`config.mk`:
```
export PLATFORM = sky130hd
export DESIGN_NAME = exp_range_check_buf
export DESIGN_NICKNAME = d
export VERILOG_FILES = /design/src/rtl/exp_range_check_buf_pkg.sv /design/src/rtl/exp_range_check_buf_classify.sv /design/src/rtl/exp_range_check_buf.sv
export SDC_FILE = /design/constraint.sdc
export NUM_CORES = 1
export LEC_CHECK = 0
export ABC_CLOCK_PERIOD_IN_PS = 4350
export BUFFER_PORTS_ARGS = -buffer_cell sky130_fd_sc_hd__buf_2
export CAP_MARGIN = 20
export CELL_PAD_IN_SITES_DETAIL_PLACEMENT = 1
export CELL_PAD_IN_SITES_GLOBAL_PLACEMENT = 1
export CORE_ASPECT_RATIO = 1.1
export CORE_MARGIN = 4
export CORE_UTILIZATION = 44
export DETAILED_ROUTE_END_ITERATION = 10
export PLACE_DENSITY_LB_ADDON = 0.1
export SLEW_MARGIN = 10
export SYNTH_ARGS = -nofsm -noshare
export SYNTH_HDL_FRONTEND = slang
export SYNTH_HIERARCHICAL = 1
export SYNTH_SLANG_ARGS = --single-unit
```
`constraint.sdc`:
```
create_clock -name clk -period 4.35 [get_ports clk]
set_input_delay 1.0875 -clock clk [delete_from_list [all_inputs] [get_ports clk]]
set_output_delay 1.0875 -clock clk [all_outputs]
set_load 0.05 [all_outputs]
```
`src/rtl/exp_range_check_buf_pkg.sv`:
```
// Shared encodings for the exponent range-check buffer: result classes,
// FIFO state encoding and the overflow limit as a function of exponent width.
package exp_range_check_buf_pkg;

  localparam logic [1:0] CLS_NORMAL = 2'b00;
  localparam logic [1:0] CLS_OVF    = 2'b01;
  localparam logic [1:0] CLS_UDF    = 2'b10;

  typedef enum logic [1:0] {
    ST_EMPTY = 2'd0,
    ST_ONE   = 2'd1,
    ST_FULL  = 2'd2
  } fifo_state_e;

  // Largest biased exponent that still encodes a finite number.
  function automatic int unsigned u_limit(input int unsigned w_exp);
    return (32'd1 << w_exp) - 32'd2;
  endfunction

endpackage

```
`src/rtl/exp_range_check_buf_classify.sv`:
```
// Combinational exponent classifier: underflow / overflow / normal with
// saturation of the result exponent.
module exp_classify
  import exp_range_check_buf_pkg::*;
#(
  parameter int W_EXP = 8
) (
  input  logic [W_EXP-1:0] exp_i,
  input  logic             cout_i,
  input  logic             borrow_i,
  output logic [W_EXP-1:0] exp_r_o,
  output logic [1:0]       class_o,
  output logic             comp_o
);

  localparam logic [W_EXP-1:0] U_LIMIT = W_EXP'(u_limit(W_EXP));

  assign comp_o = (exp_i > U_LIMIT);

  // A borrow means the true exponent went negative, so it outranks any carry.
  always_comb begin
    class_o = CLS_NORMAL;
    exp_r_o = exp_i;
    if (borrow_i) begin
      class_o = CLS_UDF;
      exp_r_o = '0;
    end else if (cout_i || comp_o) begin
      class_o = CLS_OVF;
      exp_r_o = '1;
    end else if (exp_i == '0) begin
      class_o = CLS_UDF;
      exp_r_o = '0;
    end
  end

endmodule

```
`src/rtl/exp_range_check_buf.sv`:
```
// Exponent range check with a 2-entry valid/ready output buffer, sticky
// overflow/underflow flags and a saturating overflow event counter.
module exp_range_check_buf
  import exp_range_check_buf_pkg::*;
#(
  parameter int W_EXP = 8,
  parameter int W_CNT = 8
) (
  input  logic             clk,
  input  logic             rst,
  input  logic             in_valid,
  output logic             in_ready,
  input  logic [W_EXP-1:0] exp,
  input  logic             cout_exp,
  input  logic             borrow_exp,
  output logic             out_valid,
  input  logic             out_ready,
  output logic [W_EXP-1:0] exp_r,
  output logic [1:0]       exp_class,
  output logic             overflow_cout,
  output logic             overflow_comp,
  input  logic             flag_clr,
  output logic             sticky_ovf,
  output logic             sticky_udf,
  output logic [W_CNT-1:0] ovf_count
);

  // Handshake: a transfer happens on a rising clk edge where valid && ready;
  // in_ready depends only on FIFO occupancy, never on out_ready.

  localparam logic [W_CNT-1:0] CNT_MAX = '1;

  logic [W_EXP-1:0] cls_exp_r;
  logic [1:0]       cls_class;
  logic             cls_comp;

  exp_classify #(.W_EXP(W_EXP)) u_classify (
    .exp_i    (exp),
    .cout_i   (cout_exp),
    .borrow_i (borrow_exp),
    .exp_r_o  (cls_exp_r),
    .class_o  (cls_class),
    .comp_o   (cls_comp)
  );

  fifo_state_e      state_q, state_d;
  logic             wr_ptr_q, wr_ptr_d;
  logic             rd_ptr_q, rd_ptr_d;
  logic [W_EXP-1:0] mem_exp_q  [2];
  logic [1:0]       mem_cls_q  [2];
  logic             mem_cout_q [2];
  logic             mem_comp_q [2];
  logic             sticky_ovf_q, sticky_ovf_d;
  logic             sticky_udf_q, sticky_udf_d;
  logic [W_CNT-1:0] cnt_q, cnt_d;
  logic             push, pop, ovf_pop, udf_pop;

  assign in_ready  = (state_q != ST_FULL);
  assign out_valid = (state_q != ST_EMPTY);
  assign push      = in_valid && in_ready;
  assign pop       = out_valid && out_ready;
  assign ovf_pop   = pop && (mem_cls_q[rd_ptr_q] == CLS_OVF);
  assign udf_pop   = pop && (mem_cls_q[rd_ptr_q] == CLS_UDF);

  always_comb begin
    state_d  = state_q;
    wr_ptr_d = wr_ptr_q ^ push;
    rd_ptr_d = rd_ptr_q ^ pop;
    unique case (state_q)
      ST_EMPTY: if (push) state_d = ST_ONE;
      ST_ONE: begin
        if (push && !pop)      state_d = ST_FULL;
        else if (pop && !push) state_d = ST_EMPTY;
      end
      ST_FULL: if (pop) state_d = ST_ONE;
      default: state_d = ST_EMPTY;
    endcase
  end

  // A delivering pop wins over a coincident clear.
  always_comb begin
    sticky_ovf_d = flag_clr ? 1'b0 : sticky_ovf_q;
    sticky_udf_d = flag_clr ? 1'b0 : sticky_udf_q;
    cnt_d        = flag_clr ? '0 : cnt_q;
    if (ovf_pop) begin
      sticky_ovf_d = 1'b1;
      if (cnt_d != CNT_MAX) cnt_d = cnt_d + W_CNT'(1);
    end
    if (udf_pop) sticky_udf_d = 1'b1;
  end

  always_ff @(posedge clk) begin
    if (rst) begin
      state_q      <= ST_EMPTY;
      wr_ptr_q     <= 1'b0;
      rd_ptr_q     <= 1'b0;
      sticky_ovf_q <= 1'b0;
      sticky_udf_q <= 1'b0;
      cnt_q        <= '0;
    end else begin
      state_q      <= state_d;
      wr_ptr_q     <= wr_ptr_d;
      rd_ptr_q     <= rd_ptr_d;
      sticky_ovf_q <= sticky_ovf_d;
      sticky_udf_q <= sticky_udf_d;
      cnt_q        <= cnt_d;
    end
  end

  // Storage needs no reset: every read is qualified by out_valid.
  always_ff @(posedge clk) begin
    if (push && !rst) begin
      mem_exp_q[wr_ptr_q]  <= cls_exp_r;
      mem_cls_q[wr_ptr_q]  <= cls_class;
      mem_cout_q[wr_ptr_q] <= cout_exp;
      mem_comp_q[wr_ptr_q] <= cls_comp;
    end
  end

  assign exp_r         = out_valid ? mem_exp_q[rd_ptr_q]  : '0;
  assign exp_class     = out_valid ? mem_cls_q[rd_ptr_q]  : 2'b00;
  assign overflow_cout = out_valid ? mem_cout_q[rd_ptr_q] : 1'b0;
  assign overflow_comp = out_valid ? mem_comp_q[rd_ptr_q] : 1'b0;
  assign sticky_ovf    = sticky_ovf_q;
  assign sticky_udf    = sticky_udf_q;
  assign ovf_count     = cnt_q;

endmodule

```
After elaboration in Yosys (flattened, before gate mapping)
Memory sizes are Yosys's and may differ from the RTL's. A register that Yosys moved wholly into a read port is not among the register bits.
Index checks and enable logic that the tools add are counted.
Widths: inputs -> output; s select.
{"block": "op_classes", "muxes": 27, "bitwise_logic": 2, "n_reduce_logical": 17, "n_eq_ne": 9, "n_addsub": 1, "n_lt_le_gt_ge": 1}
{"op": "$mux 8", "n": 7}
{"op": "$mux 2", "n": 8}
{"op": "$mux 1", "n": 11}
{"op": "$add 8x1->8 const B", "n": 1}
{"op": "$gt 8x8->1 const B", "n": 1}
{"op": "$logic_not 8->1", "n": 1}
{"op": "$ne 8x8->1 const B", "n": 1}
{"op": "$logic_and 1x1->1", "n": 7}
{"op": "$ne 2x2->1 const B", "n": 3}
{"op": "$pmux 2 s3", "n": 1}
{"op": "$reduce_bool 2->1", "n": 3}
{"op": "$eq 2x1->1 const B", "n": 2}
{"op": "$eq 2x2->1 const B", "n": 2}
{"op": "$logic_not 1->1", "n": 3}
{"op": "$ne 3x3->1 const B", "n": 1}
{"op": "$reduce_and 3->1", "n": 1}
{"op": "$logic_not 2->1", "n": 1}
{"op": "$xor 1x1->1", "n": 2}
{"op": "$logic_or 1x1->1", "n": 1}
{"block": "totals", "in_bits": 15, "mem_bits_rw": 24, "n_memories": 4, "register_bits": 14, "out_inout_bits": 24, "elab_cells": 67}
{"name": "mem_exp_q", "words": 2, "width": 8, "read_ports": 1, "rd_clocked_by_memory_dff": 1, "write_ports": 1, "line_no": "exp_range_check_buf.sv:49", "source": "logic [W_EXP-1:0] mem_exp_q [2];"}
{"name": "mem_cls_q", "words": 2, "width": 2, "read_ports": 1, "rd_clocked_by_memory_dff": 1, "write_ports": 1, "line_no": "exp_range_check_buf.sv:50", "source": "logic [1:0] mem_cls_q [2];"}
{"name": "mem_comp_q", "words": 2, "width": 1, "read_ports": 1, "rd_clocked_by_memory_dff": 1, "write_ports": 1, "line_no": "exp_range_check_buf.sv:52", "source": "logic mem_comp_q [2];"}
{"name": "mem_cout_q", "words": 2, "width": 1, "read_ports": 1, "rd_clocked_by_memory_dff": 1, "write_ports": 1, "line_no": "exp_range_check_buf.sv:51", "source": "logic mem_cout_q [2];"}

Depth between registers and ports, before layout
{"block": "logic_depth", "ltp_word": 7, "depth_mapped": 7, "mapped_depth_nobuf": 7}

Hierarchy
Netlist, hierarchy kept.
{"mod": "exp_range_check_buf", "instances": 1, "cells_per_inst": 139, "area_each_um2": 1614.0, "seq_area_each_um2": 1001.0}
{"mod": "exp_classify", "instances": 1, "cells_per_inst": 25, "area_each_um2": 116.4, "seq_area_each_um2": 0.0}

Worst setup path before layout
OpenSTA, ideal clock, no wires.
{"block": "synth_timing", "path_kind": "input to register", "start": "input port rst", "end": "memory mem_cls_q[1][0], enable pin", "path_buffers": 2, "arrival_ps": 2427, "setup_time_ps": 399, "cell_stages": 3, "path_slack_ps": 1524, "required_time_ps": 3951, "path_cell_list": "clkbuf_1 -> clkbuf_1 -> nor3b_1"}
{"block": "synth_via", "elab_chain_cells": 4}
{"element": "start, declared", "line_no": "exp_range_check_buf.sv:10", "source": "input logic rst,"}
{"element": "$logic_not 1->1", "line_no": "exp_range_check_buf.sv:112", "source": "if (push && !rst) begin"}
{"element": "$logic_and 1x1->1", "line_no": "exp_range_check_buf.sv:112"}
{"element": "$mux 1", "line_no": "exp_range_check_buf.sv:112"}
{"element": "$mux 1 (implied by the code)", "line_no": "exp_range_check_buf.sv:114", "source": "mem_cls_q[wr_ptr_q] <= cls_class;"}
{"element": "end, declared", "line_no": "exp_range_check_buf.sv:50"}
No other way between the ends.

==> metrics.yaml <==
sta:
  final.period_utilization_pct: 68.17
  min_period_ns: 2.965
  setup_ws_ns: 1.385
  max_freq_ghz: 0.3372
  hold_viol_final: 0
  setup_viol: 0
  tns_ns: 0
  slew-limit-headroom_pct: 41.16
  skew_ns: 0.005555
  slew_violations: 0
  grt_setup_unrepaired: "false"
  worstMarginPinSlew_ns: 0.8793
  whs_ns: 0.4545
synth:
  yosysSeqAreaShare_pct: 57.85
  synth_flop_cell: "edfxtp_1"
  yosys_warnings: 6
  synth_nets: 180
  syn_area_per_cell_sq_um: 10.55
  synth-async-reset-ratio_pct: 0
  syn_inst: 164
  synth.distinct_cells: 40
  synth_seq_cells: 38
  synth_edf_count: 24
  synth_area_sq_um: 1730
worst_setup_path:
  end_kind: "output pin"
  arrival_ns: 1.88
  worst-path-max-fanout: 13
  critical_path_required_ns: 3.26
  critPathKind: "reg -> out"
  ff2ff_path_depth: 4
  critPathLaunchType: "flop"
power:
  ir_drop_mv: 0.2285
  powerDensity_nw_per_um2: 375.5
  leakage_nw: 0.7850
worst_hold_path:
  hold_class: "reg -> reg"
  min_path_cells: 2
drt:
  drt_pass1_iterations: 4
  drc: 0
  vias: 1391
  wl_per_cell_um: 16.57
  totalWireLength_um: 4210
  avgViaCountPerCell: 5.476
  drt-initial-drc-count: 56
  ant_nets: 0
final_layout:
  stdcell_count: 254
  fillers: 438
  drive_above_1_share_pct: 25.00
  final_core_util_pct: 55.21
  area_growth_pct: 18.44
  nets: 219
  antenna_cells: 0
place:
  place_ws_ns: 1.430
  place.gp.congestion: 0.7657
  dpl.hpwl_um: 3092
  port_buffers: 38
  place_inst: 245
floorplan:
  design.die.area_sq_um: 5001
  die_h_um: 73.77
  die_x_um: 67.80
  rows: 23
  initial_core_util_pct: 46.61
  core_area_sq_um: 3712
  io_pins: 39
global_routing:
  use_met1_pct: 20.18
  grtUsageTotal_pct: 18.25
  grt.overflow.total: 0
  met2_usage_pct: 33.51
  antenna_found_initial: 0
  grt_busiest_layer: "met2"
  grt_pass1_vias: 1487
  grt_pass1_wl_um: 6630
  grt_max_degree: 18
  use_met3_pct: 4.128
clocking:
  cts_buffers: 5
  cts_max_level: 2
  clock-sinks: 38
  cts_tree: "yes"
  cts_resized: 0
  clockRootBuffer: "clkbuf_8"
  clk_latency_ns: 0.29
  clockBufferDepth: 2
  post_cts_buffers: 0
  holdBufCountCts: 0
  clk_pin_slew_ns: 0.07
outcome:
  outcome: "finished clean"
job:
  cap_violations: 0
## power by group
| part | internal (W) | switching, W |
|---|---|---|
| Clock | 0.000128 | 0.000120 |
| Sequential | 0.000398 | 0.0000107 |
| Combinational | 0.0000332 | 0.0000801 |
## per-layer routing
| metal | vias up | share of wire [%] | routed length (um) |
|---|---|---|---|
| li1 | 671 | - | - |
| met1 | 688 | 41 | 1716 |
| met2 | 26 | 54 | 2268 |
| met3 | 6 | 4.0 | 167 |
| met4 | 0 | 1.4 | 58 |
| met5 | - | 0 | 0 |
## cell type report
cell class,instances,area [sq um],share of cell area [%]
Multi-Input combinational cell,111,661.9,32.30
Inverter,6,22.52,1.099
Sequential cell,38,1001,48.84
Timing Repair Buffer,41,210.2,10.26
Clock buffer,7,86.33,4.212
Clock inverter,1,5.005,0.2442
Tap cell,50,62.56,3.052
## critical path, cell delays in order, from the launching register on
cell and delay, ns:
dfxtp_1 0.82, mux2i_1 0.43, nor2_1 0.08, buf_2 0.25
## registers in the layout, summed over array words and instances (netlist names)
| signal | cells |
|---|---|
| wr_ptr_q | 1 |
| rd_ptr_q | 1 |
| mem_cls_q | 4 |
| sticky_ovf | 1 |
| mem_comp_q | 2 |
| ovf_count | 8 |
| state_q | 2 |
| mem_exp_q | 16 |
| sticky_udf | 1 |
| mem_cout_q | 2 |
## cells in the mapped netlist (3+ instances only)
cell      count  area (sq um)
clkbuf_1      5         18.77
a21oi_1       6         30.03
nand3_1       3         15.01
a31oi_1       3         18.77
mux2i_1      12         120.1
nand2_1       8         30.03
edfxtp_1     24         720.7
nor3_1        4         20.02
dfxtp_1      14         280.3
nor2_1       39         146.4
inv_1         6         22.52
nand4_1       4         25.02
## placed cells by master (no fill, tap or decap), drive strengths merged, types with 2 or more instances in the layout
| cell type | instances |
|---|---|
| inv | 6 |
| nand2 | 8 |
| mux2i | 12 |
| dfxtp | 14 |
| nand4 | 4 |
| xor2 | 2 |
| a21oi | 6 |
| a31oi | 3 |
| a311oi | 2 |
| nor2b | 2 |
| nor3 | 4 |
| buf | 41 |
| nand2b | 2 |
| nand3 | 3 |
| clkbuf | 7 |
| o21ai | 2 |
| nor4 | 2 |
| edfxtp | 24 |
| nor3b | 2 |
| nor2 | 39 |
| a31o | 2 |
## logic make-up after synthesis
group | Yosys count | share of synthesized area, %
DFF | 38 | 57.85
xor gates and xnor gates | 2 | 1.012
muxes | 13 | 7.809
adders and majority gates | 1 | 0.7230
and+or+nand+nor | 71 | 18.66
buffers and inverters | 15 | 3.904
AOI/OAI and AO/OA | 24 | 10.05
## worst paths after layout
kind                                start                       to  slack (ns)
hold / removal    sticky_udf$_SDFFE_PP0P_  sticky_udf$_SDFFE_PP0P_        0.45
setup / recovery      rd_ptr_q$_SDFF_PP0_             exp_class[0]        1.38
hold reg to reg   sticky_udf$_SDFFE_PP0P_  sticky_udf$_SDFFE_PP0P_        0.45
setup reg to reg      rd_ptr_q$_SDFF_PP0_  ovf_count[2]$_SDFF_PP0_        1.95
## through the flow
step                total power (W)  area (sq um)
floorplan                 0.0004980          1730
global placement          0.0005249          1953
detailed placement        0.0005308          1953
CTS                       0.0007764          2044
global route              0.0007992          2049
finish                    0.0007696          2049
Power figures use the tool's default switching activity.
